## src/rtl/instr_register_pkg.sv

```systemverilog
// Shared types for the instruction register and the execution stage that
// reads it: opcode/operand/address types, the packed instruction word, the
// widened signed result type and the execution-stage state encoding.
package instr_register_pkg;

    localparam int OPERAND_W = 32;
    localparam int ADDRESS_W = 5;
    localparam int RESULT_W  = 2 * OPERAND_W;

    typedef enum logic [3:0] {ZERO, PASSA, PASSB, ADD, SUB, MULT, DIV, MOD} opcode_t;

    typedef logic signed [OPERAND_W-1:0] operand_t;
    typedef logic        [ADDRESS_W-1:0] address_t;
    typedef logic signed [RESULT_W-1:0]  result_t;

    typedef struct packed {
        opcode_t  opc;
        operand_t op_a;
        operand_t op_b;
    } instruction_t;

    typedef enum logic [2:0] {IDLE, FETCH, EXEC, DIVIDE, OUTPUT} exec_state_t;

    function automatic logic is_div_op(input opcode_t opc);
        return (opc == DIV) || (opc == MOD);
    endfunction

endpackage

```

## src/rtl/instr_exec_divider.sv

```systemverilog
// Iterative signed divider: restoring shift/subtract on operand magnitudes,
// one quotient bit per cycle, OP_W cycles per divide.
// Ports:
//   clk, reset            rising-edge clock, synchronous active-high reset
//   start                 load dividend/divisor and begin (divisor != 0)
//   dividend, divisor     signed OP_W operands, sampled on start
//   busy                  iteration in progress
//   done                  high in the cycle whose edge retires the last bit;
//                         quotient/remainder are final from the next cycle
//   quotient, remainder   signed 2*OP_W results, held until the next start
module instr_exec_divider #(
    parameter  int OP_W  = 32,
    localparam int RES_W = 2 * OP_W
) (
    input  logic                    clk,
    input  logic                    reset,
    input  logic                    start,
    input  logic signed [OP_W-1:0]  dividend,
    input  logic signed [OP_W-1:0]  divisor,
    output logic                    busy,
    output logic                    done,
    output logic signed [RES_W-1:0] quotient,
    output logic signed [RES_W-1:0] remainder
);

    localparam int CW = $clog2(OP_W);
    localparam logic [CW-1:0] LAST_STEP = CW'(OP_W - 1);

    logic [OP_W-1:0] quo, rem, dvs;
    logic [CW-1:0]   cnt;
    logic            neg_q, neg_r;
    logic [OP_W:0]   partial, diff;
    logic signed [RES_W-1:0] q_mag, r_mag;

    // -2^(OP_W-1) negates to itself, which read unsigned is the right magnitude.
    function automatic logic [OP_W-1:0] mag(input logic signed [OP_W-1:0] v);
        return v[OP_W-1] ? -v : v;
    endfunction

    // Running remainder stays below the divisor (<= 2^(OP_W-1)), so one
    // extra bit is enough for the shifted partial and the borrow.
    assign partial = {rem, quo[OP_W-1]};
    assign diff    = partial - {1'b0, dvs};

    always_ff @(posedge clk) begin
        if (reset) begin
            busy  <= 1'b0;
            cnt   <= '0;
            quo   <= '0;
            rem   <= '0;
            dvs   <= '0;
            neg_q <= 1'b0;
            neg_r <= 1'b0;
        end else if (start) begin
            busy  <= 1'b1;
            cnt   <= '0;
            rem   <= '0;
            quo   <= mag(dividend);
            dvs   <= mag(divisor);
            neg_q <= dividend[OP_W-1] ^ divisor[OP_W-1];
            neg_r <= dividend[OP_W-1];
        end else if (busy) begin
            if (!diff[OP_W]) begin
                rem <= diff[OP_W-1:0];
                quo <= {quo[OP_W-2:0], 1'b1};
            end else begin
                rem <= partial[OP_W-1:0];
                quo <= {quo[OP_W-2:0], 1'b0};
            end
            cnt <= cnt + 1'b1;
            if (cnt == LAST_STEP) busy <= 1'b0;
        end
    end

    assign done = busy && (cnt == LAST_STEP);

    // Magnitudes zero-extend; the quotient of -2^(OP_W-1)/-1 stays positive.
    assign q_mag     = {{OP_W{1'b0}}, quo};
    assign r_mag     = {{OP_W{1'b0}}, rem};
    assign quotient  = neg_q ? -q_mag : q_mag;
    assign remainder = neg_r ? -r_mag : r_mag;

endmodule

```

## src/rtl/instr_exec_unit.sv

```systemverilog
// Execution stage behind the instruction register. On start it walks the
// read port from first_addr to last_addr (inclusive, wrapping), evaluates
// each entry and offers a 64-bit signed result on a valid/ready port.
// Ports:
//   clk, reset                 rising-edge clock, synchronous active-high reset
//   start, first_addr,         begin a run over [first_addr..last_addr];
//   last_addr                  start is only looked at in IDLE
//   read_pointer               register read address
//   instruction_word           combinational read data for read_pointer
//   busy, done                 run in progress / one-cycle end-of-run pulse
//   res_valid, res_ready       result handshake
//   res_addr, res_opcode,      source location, opcode, value and
//   res_value, res_div_zero    divide-by-zero flag of the offered result
module instr_exec_unit
    import instr_register_pkg::*;
#(
    parameter  int OP_W   = OPERAND_W,
    parameter  int ADDR_W = ADDRESS_W,
    localparam int RES_W  = 2 * OP_W
) (
    input  logic                    clk,
    input  logic                    reset,
    input  logic                    start,
    input  logic [ADDR_W-1:0]       first_addr,
    input  logic [ADDR_W-1:0]       last_addr,
    output logic [ADDR_W-1:0]       read_pointer,
    input  instruction_t            instruction_word,
    output logic                    busy,
    output logic                    done,
    output logic                    res_valid,
    input  logic                    res_ready,
    output logic [ADDR_W-1:0]       res_addr,
    output opcode_t                 res_opcode,
    output logic signed [RES_W-1:0] res_value,
    output logic                    res_div_zero
);

    exec_state_t              state;
    logic [ADDR_W-1:0]        ptr, last;
    instruction_t             iw_q;
    logic signed [RES_W-1:0]  alu, alu_q, ext_a, ext_b;
    logic                     sel_div, is_mod;
    logic                     div_start, div_busy, div_done;
    logic signed [RES_W-1:0]  div_quo, div_rem;

    assign ext_a = RES_W'(iw_q.op_a);
    assign ext_b = RES_W'(iw_q.op_b);

    // Widened operands make ADD/SUB overflow-free and MULT exact.
    // DIV/MOD land in default so a divide-by-zero reports 0.
    always_comb begin
        alu = '0;
        case (iw_q.opc)
            PASSA:   alu = ext_a;
            PASSB:   alu = ext_b;
            ADD:     alu = ext_a + ext_b;
            SUB:     alu = ext_a - ext_b;
            MULT:    alu = ext_a * ext_b;
            default: alu = '0;
        endcase
    end

    assign div_start = (state == EXEC) && is_div_op(iw_q.opc) && (iw_q.op_b != '0);

    instr_exec_divider #(.OP_W(OP_W)) u_div (
        .clk       (clk),
        .reset     (reset),
        .start     (div_start),
        .dividend  (iw_q.op_a),
        .divisor   (iw_q.op_b),
        .busy      (div_busy),
        .done      (div_done),
        .quotient  (div_quo),
        .remainder (div_rem)
    );

    always_ff @(posedge clk) begin
        if (reset) begin
            state        <= IDLE;
            ptr          <= '0;
            last         <= '0;
            iw_q         <= '{opc: ZERO, op_a: '0, op_b: '0};
            alu_q        <= '0;
            sel_div      <= 1'b0;
            is_mod       <= 1'b0;
            res_div_zero <= 1'b0;
            res_addr     <= '0;
            res_opcode   <= ZERO;
            done         <= 1'b0;
        end else begin
            done <= 1'b0;
            case (state)
                IDLE: begin
                    if (start) begin
                        ptr   <= first_addr;
                        last  <= last_addr;
                        state <= FETCH;
                    end
                end
                FETCH: begin
                    iw_q     <= instruction_word;
                    res_addr <= ptr;
                    state    <= EXEC;
                end
                EXEC: begin
                    res_opcode   <= iw_q.opc;
                    alu_q        <= alu;
                    is_mod       <= (iw_q.opc == MOD);
                    res_div_zero <= is_div_op(iw_q.opc) && (iw_q.op_b == '0);
                    sel_div      <= div_start;
                    state        <= div_start ? DIVIDE : OUTPUT;
                end
                DIVIDE: begin
                    // An idle divider here can only mean it was never started.
                    if (div_done || !div_busy) state <= OUTPUT;
                end
                OUTPUT: begin
                    if (res_ready) begin
                        if (ptr == last) begin
                            state <= IDLE;
                            done  <= 1'b1;
                        end else begin
                            ptr   <= ptr + 1'b1;
                            state <= FETCH;
                        end
                    end
                end
                default: state <= IDLE;
            endcase
        end
    end

    assign read_pointer = ptr;
    assign busy         = (state != IDLE);
    assign res_valid    = (state == OUTPUT);
    // Divider registers hold after the last step, so this stays stable in OUTPUT.
    assign res_value    = sel_div ? (is_mod ? div_rem : div_quo) : alu_q;

endmodule

```

## config.mk

```make
export PLATFORM = sky130hd
export DESIGN_NAME = instr_exec_unit
export DESIGN_NICKNAME = d
export VERILOG_FILES = /design/src/rtl/instr_register_pkg.sv /design/src/rtl/instr_exec_divider.sv /design/src/rtl/instr_exec_unit.sv
export SDC_FILE = /design/constraint.sdc
export NUM_CORES = 2
export LEC_CHECK = 0
export CORE_AREA = 2 2 419 338
export DETAILED_ROUTE_END_ITERATION = 6
export DIE_AREA = 0 0 421 340
export HOLD_SLACK_MARGIN = 0.12
export PLACE_DENSITY = 0.62
export RECOVER_POWER = 100
export SLEW_MARGIN = 20
export SYNTH_ARGS = -nofsm -noshare
export SYNTH_HDL_FRONTEND = slang
export SYNTH_SLANG_ARGS = --single-unit
```

## constraint.sdc

```tcl
create_clock -name clk -period 23 [get_ports clk]
set_input_delay 5.75 -clock clk [delete_from_list [all_inputs] [get_ports clk]]
set_output_delay 5.75 -clock clk [all_outputs]
set_load 0.005 [all_outputs]
```

# Word level (Yosys, flattened, before mapping)
# Index checks and enable logic that the tools add are counted.
# word_totals
memories,0
output_inout_bits,82
mem_bits_rw,0
latchBits,0
rom_bits,0
wordCells,93
register_bits,262
input_bits,82
# op_classes
n_eq_ne,17
addsub,9
muxes,25
n_shift,0
bitwise,3
multipliers,1
order_cmp,0
div,0
n_reduce_logical,18
# op_table
op,count
$pmux W64 S5,1
$mux W64,4
$mux W32,5
$neg A32 Y64,2
$mul A32 B32 Y64,1
$neg A32 Y32,2
$add A32 B32 Y33,1
$sub A32 B32 Y33,1
$sub A33 B32 Y33,1
$logic_not A32 Y1,1
$reduce_bool A32 Y1,1
$eq A4 B3 Y1 const B,4
$mux W5,3
$pmux W3 S5,1
$mux W3,4
$add A5 B1 Y5 const B,2
$pmux W5 S2,1
$eq A4 B2 Y1 const B,2
$eq A3 B2 Y1 const B,2
$mux W1,6
$ne A2 B2 Y1 const B,3
$eq A5 B5 Y1,1
$eq A5 B5 Y1 const B,1
$eq A4 B1 Y1 const B,1
other kinds (16),22

# Logic depth before layout (Yosys ltp)
# depth
word_depth,6
mapped_depth,32
depth_no_buf,28

# By module
# Synthesis repeated with hierarchy kept, for this count alone.
# hier_totals
hier_cells,6579
area_unflattened_um2,56334.0
# by_module_without_submodules
module,seq_area_each_um2,n_inst,area_each_um2,cells_per_inst
instr_exec_unit,3163.0,1,47200.3,5388
instr_exec_divider,2082.0,1,9133.8,1191

# Least setup slack after synthesis
# OpenSTA, ideal clock, no wires.
# synth_timing
path_kind,flip-flop to output port
start,register u_div.rem[2]
end,output res_value[31]
n_path_buf,0
path_slack_ns,13.650
arrival_ns,3.600
stages_incl_launch_ff,13
path_cell_list,dfxtp_1 -> or3_1 -> or4_1 -> or3_1 -> or2_1 -> or4_1 -> or3_1 -> or2_1 -> nor3_1 -> ha_1 -> mux2i_1 -> a21oi_1 -> mux2_2
# synth_via
elab_chain_len,4
# synth_rtl
element,line,source
from (decl),instr_exec_divider.sv:29,"logic [OP_W-1:0] quo, rem, dvs;"
from (signal assigned),instr_exec_divider.sv:64,rem <= diff[OP_W-1:0];
from (signal assigned),instr_exec_divider.sv:67,rem <= partial[OP_W-1:0];
$neg A32 Y64,instr_exec_divider.sv:81,assign remainder = neg_r ? -r_mag : r_mag;
$mux W64,instr_exec_divider.sv:81,
$mux W64 (2 in a row),instr_exec_unit.sv:137,assign res_value = sel_div ? (is_mod ? div_rem : div_quo) : alu_q;
to (decl),instr_exec_unit.sv:34,"output logic signed [RES_W-1:0] res_value,"
# Every way passes these cells.

# Final worst setup path
# layout_timing
start,input reset
end,register u_div.dvs[7]
# layout_lines
element,line,source
from (decl),instr_exec_unit.sv:22,"input logic reset,"
to (signal assigned),instr_exec_divider.sv:59,dvs <= mag(divisor);
to (decl),instr_exec_divider.sv:29,
# No word-level cell between the ends.

==> impl_metrics.json <==
{
  "outcome": "complete, but fails checks",
  "violations": "DRC, capacitance limit, slew limit",
  "worst_hold_path.num_cells": 2,
  "route.vias.total": 44786,
  "globalRouteTotalUtil_pct": 25.8,
  "drt-wirelength-per-cell_um": 22.4,
  "rsz0062_at_grt": "false",
  "regToRegSetupSlack_ns": 11.57,
  "cts_max_path_buffers": 3,
  "crit_path_cell_trace": "clkbuf_1, clkbuf_1, clkbuf_1, a211oi_1",
  "static-leakage-power_nw": 27.9,
  "cts_root_buf": "clkbuf_16",
  "cts_hold_repair.buffers": 0,
  "synth_largest_type_area_fraction_pct": 39.4,
  "finalHoldViolations": 0,
  "holdPathEnd": "res_opcode[1]",
  "grt_start_max_net_pins": 73,
  "synth_seq_cells": 262,
  "global_route_wire_length_before_repair_mm": 286,
  "grt_antenna_before_repair": 7,
  "layoutNonFillerInstCount": 8160,
  "numPlacedInstances": 8104,
  "final_layout_net_count": 7719,
  "crit_path_max_fanout": 69,
  "power_report.internal_total_mw": 0.997,
  "pwr-share-seq_pct": 28.0,
  "synth_most_common_cell": "inv_1",
  "synth.cells.most_frequent": "inv_1, fa_1, nand2_1",
  "synth_enable_flop_cells": 0,
  "timing_worst_slew_pin_value_ns": 3.88,
  "pins_over_their_slew_limit": 350,
  "hold_path.class": "register to register",
  "netSwitchingFraction_pct": 40.7,
  "ys_top_cells_by_area": "fa_1, dfxtp_1, inv_1, ha_1, nand2_1",
  "drt_pass1_iterations": 7,
  "synthesis.area_um2": 55100,
  "die_width_um": 421,
  "crit_arrival_ns": 13.24,
  "post_cts_resize_count": 0,
  "layout_min_cycle_time_ns": 12.88,
  "number_of_h_tree_branching_levels": 1,
  "io_buffer_count": 163,
  "hpwlAfterDp_mm": 138,
  "proportion_of_register_bits_with_asynchronous_set_or_reset_after_synthesis_pct": 0,
  "timing.critical_path.to_type": "register",
  "synth.avg_cell_area_um2": 8.62,
  "maxCapViolCount": 7,
  "drt_first_iter_violations": 4309,
  "post-route-drc-count": 2,
  "post_route_cells_drive_above_1_share_pct": 3.44,
  "clockPowerShare_pct": 32.9,
  "critical-path-top-delay-family": "buffers and inverters",
  "final_min_period_over_clock_period_pct": 56.0,
  "fmax_mhz": 77.7,
  "antenna_violating_nets_post_route": 0,
  "postLayoutCellArea_um2": 59100,
  "number_of_unique_standard_cell_types_used_by_synthesis": 87,
  "worst_skew_pair.late_latency_ns": 0.67,
  "wirelength_mm": 183,
  "startpoint_type": "input pin",
  "die-height_um": 340,
  "cts_made_buffers": 31,
  "hold_start": "res_opcode[1]",
  "cell_taking_the_most_area_after_synthesis": "fa_1",
  "num_io_pins": 164,
  "routabilityCongestion": 0.962,
  "required_ns": 23.36,
  "post-place-ws_ns": 12.51,
  "setup_total_negative_slack_ns": 0,
  "max_slew_margin_pct": -158,
  "fp.coreArea_um2": 139000,
  "route.detailed.vias_per_inst": 5.49,
  "timing.reg2reg.worst_path_depth": 25,
  "yosys_warnings": 0,
  "cts_tree": "yes",
  "total_switching_power_mw": 0.683,
  "synth_cells": 6396,
  "clk_pin_slew_ns": 0.06,
  "layout.core_utilization_pct": 42.4,
  "number_of_clock_sinks": 262,
  "synth-main-ff-cell": "dfxtp_1",
  "cts_setup_buffers": 0,
  "clock-skew-final_ns": 0.0574,
  "ir_worst_vdd_v": 0.0000678,
  "first_global_vias": 45855,
  "floorplan.initialDensity_pct": 39.6,
  "synth.net_count": 7853,
  "synth_sequential_area_ratio_pct": 9.51,
  "crit_path_frequent_cell": "clkbuf_1",
  "worst-path-buf-inv": 3,
  "core.rowCount": 123,
  "cp_slowest_stage_delay_ns": 2.67,
  "floorplan.die_area_um2": 143000,
  "r2r_end": "alu_q[50]",
  "critical_path_class": "input pin to register",
  "combinationalPowerShare_pct": 39.1,
  "setup_viol": 0,
  "p_per_area_nw_per_um2": 28.4,
  "rr_startpoint": "ext_a[14]",
  "globalRoute.totalOverflow": 0,
  "area_growth_pct": 7.18,
  "final_critical_path_setup_slack_ns": 10.12,
  "critical-path-slowest-cell": "clkbuf_1",
  "placed_instance_area_um2": 58300
}
-- area by class of cell --
cell class / count / area (µm²)
timing repair buffer: 269 / 2380
inverter: 1111 / 4170
antenna: 1 / 2.50
multi-input combinational: 4587 / 43900
tap: 1875 / 2350
sequential: 262 / 5250
fill: 13907 / 80200
clock buffer: 42 / 887
clock inverter: 13 / 199
-- through the flow --
step	hold WS, ns	power, mW
2_1_floorplan	0.425	0.899
3_3_place_gp	0.442	1.12
3_5_place_dp	0.449	1.12
4_1_cts	0.458	1.69
5_1_grt	0.472	1.77
6_report	0.456	1.68
-- per-layer routing --
layer	up-vias	track usage, %	part of all wire (%)	wire length, µm
met3	310	5.49	9.4	17200
met5	-	0	0.019	35
li1	19738	-	-	-
met1	22798	36.1	43	78200
met4	6	6.80	3.2	5850
met2	1934	40.3	45	81500
-- sequential cells by signal, indices dropped and copies added, names as in the netlist --
signal and flops:
res_addr 5, u_div.cnt 5, u_div.rem 32, ext_a 32
ext_b 32, is_mod 1, u_div.dvs 32, read_pointer 5
u_div.quo 32, u_div.neg_r 1, state 3, last 5
alu_q 64, u_div.neg_q 1, done 1, u_div.busy 1
res_opcode 4, iw_q 4, sel_div 1, res_div_zero 1
-- worst min-delay path, cell delays in order (launching register included) --
cell and delay (ns):
dfxtp_1 0.31, nand2_1 0.05, a21oi_1 0.05
-- cells by family after synthesis --
kind of cell	after synthesis	synth area share, %
and+or+nand+nor	1888	16.2
buffers and inverters	1547	10.7
adders and majority gates	1375	46.0
AOI/OAI and AO/OA	1030	12.8
DFF	262	9.51
xor gates and xnor gates	221	3.51
muxes	73	1.34
-- placed cells by master, fill, tap and decap left out, types with 17 or more instances in the layout --
master / count
inv_1: 1108
fa_1: 1085
nand2_1: 825
and2_1: 439
nor2_1: 335
ha_1: 290
a21oi_1: 282
dfxtp_1: 257
o21ai_0: 191
xnor2_1: 148
buf_4: 96
a211oi_1: 87
clkdlybuf4s50_1: 87
dlygate4sd3_1: 75
xor2_1: 72
a21o_1: 71
mux2i_1: 67
o31ai_1: 49
o211ai_1: 48
nor3_1: 40
nand2b_1: 38
nand3_1: 38
o21a_1: 37
a22oi_1: 32
clkbuf_16: 31
or3_1: 28
a222oi_1: 26
or4_1: 21
a221oi_1: 21
nor2b_1: 20
o21bai_1: 20
and3_1: 19
nor4_1: 17
nand4_1: 17
-- worst max path at each step --
stage,start,endpoint,cells past startpoint
after floorplan,u_div.rem[2],res_value[31],12
after global placement,u_div.rem[2],res_value[45],12
after detailed placement,u_div.rem[2],res_value[47],12
after CTS,u_div.rem[2],res_value[47],12
after global routing,reset,u_div.quo[9],4
final,reset,u_div.dvs[7],4
-- power groups by stage --
stage	Clock [mW]	Combinational, mW	Sequential (mW)
2_1_floorplan	0	0.419	0.480
3_3_place_gp	0	0.636	0.480
3_5_place_dp	0	0.643	0.480
4_1_cts	0.567	0.649	0.470
5_1_grt	0.585	0.716	0.471
6_report	0.553	0.657	0.470
No activity file was read; power rests on OpenSTA's default activity.
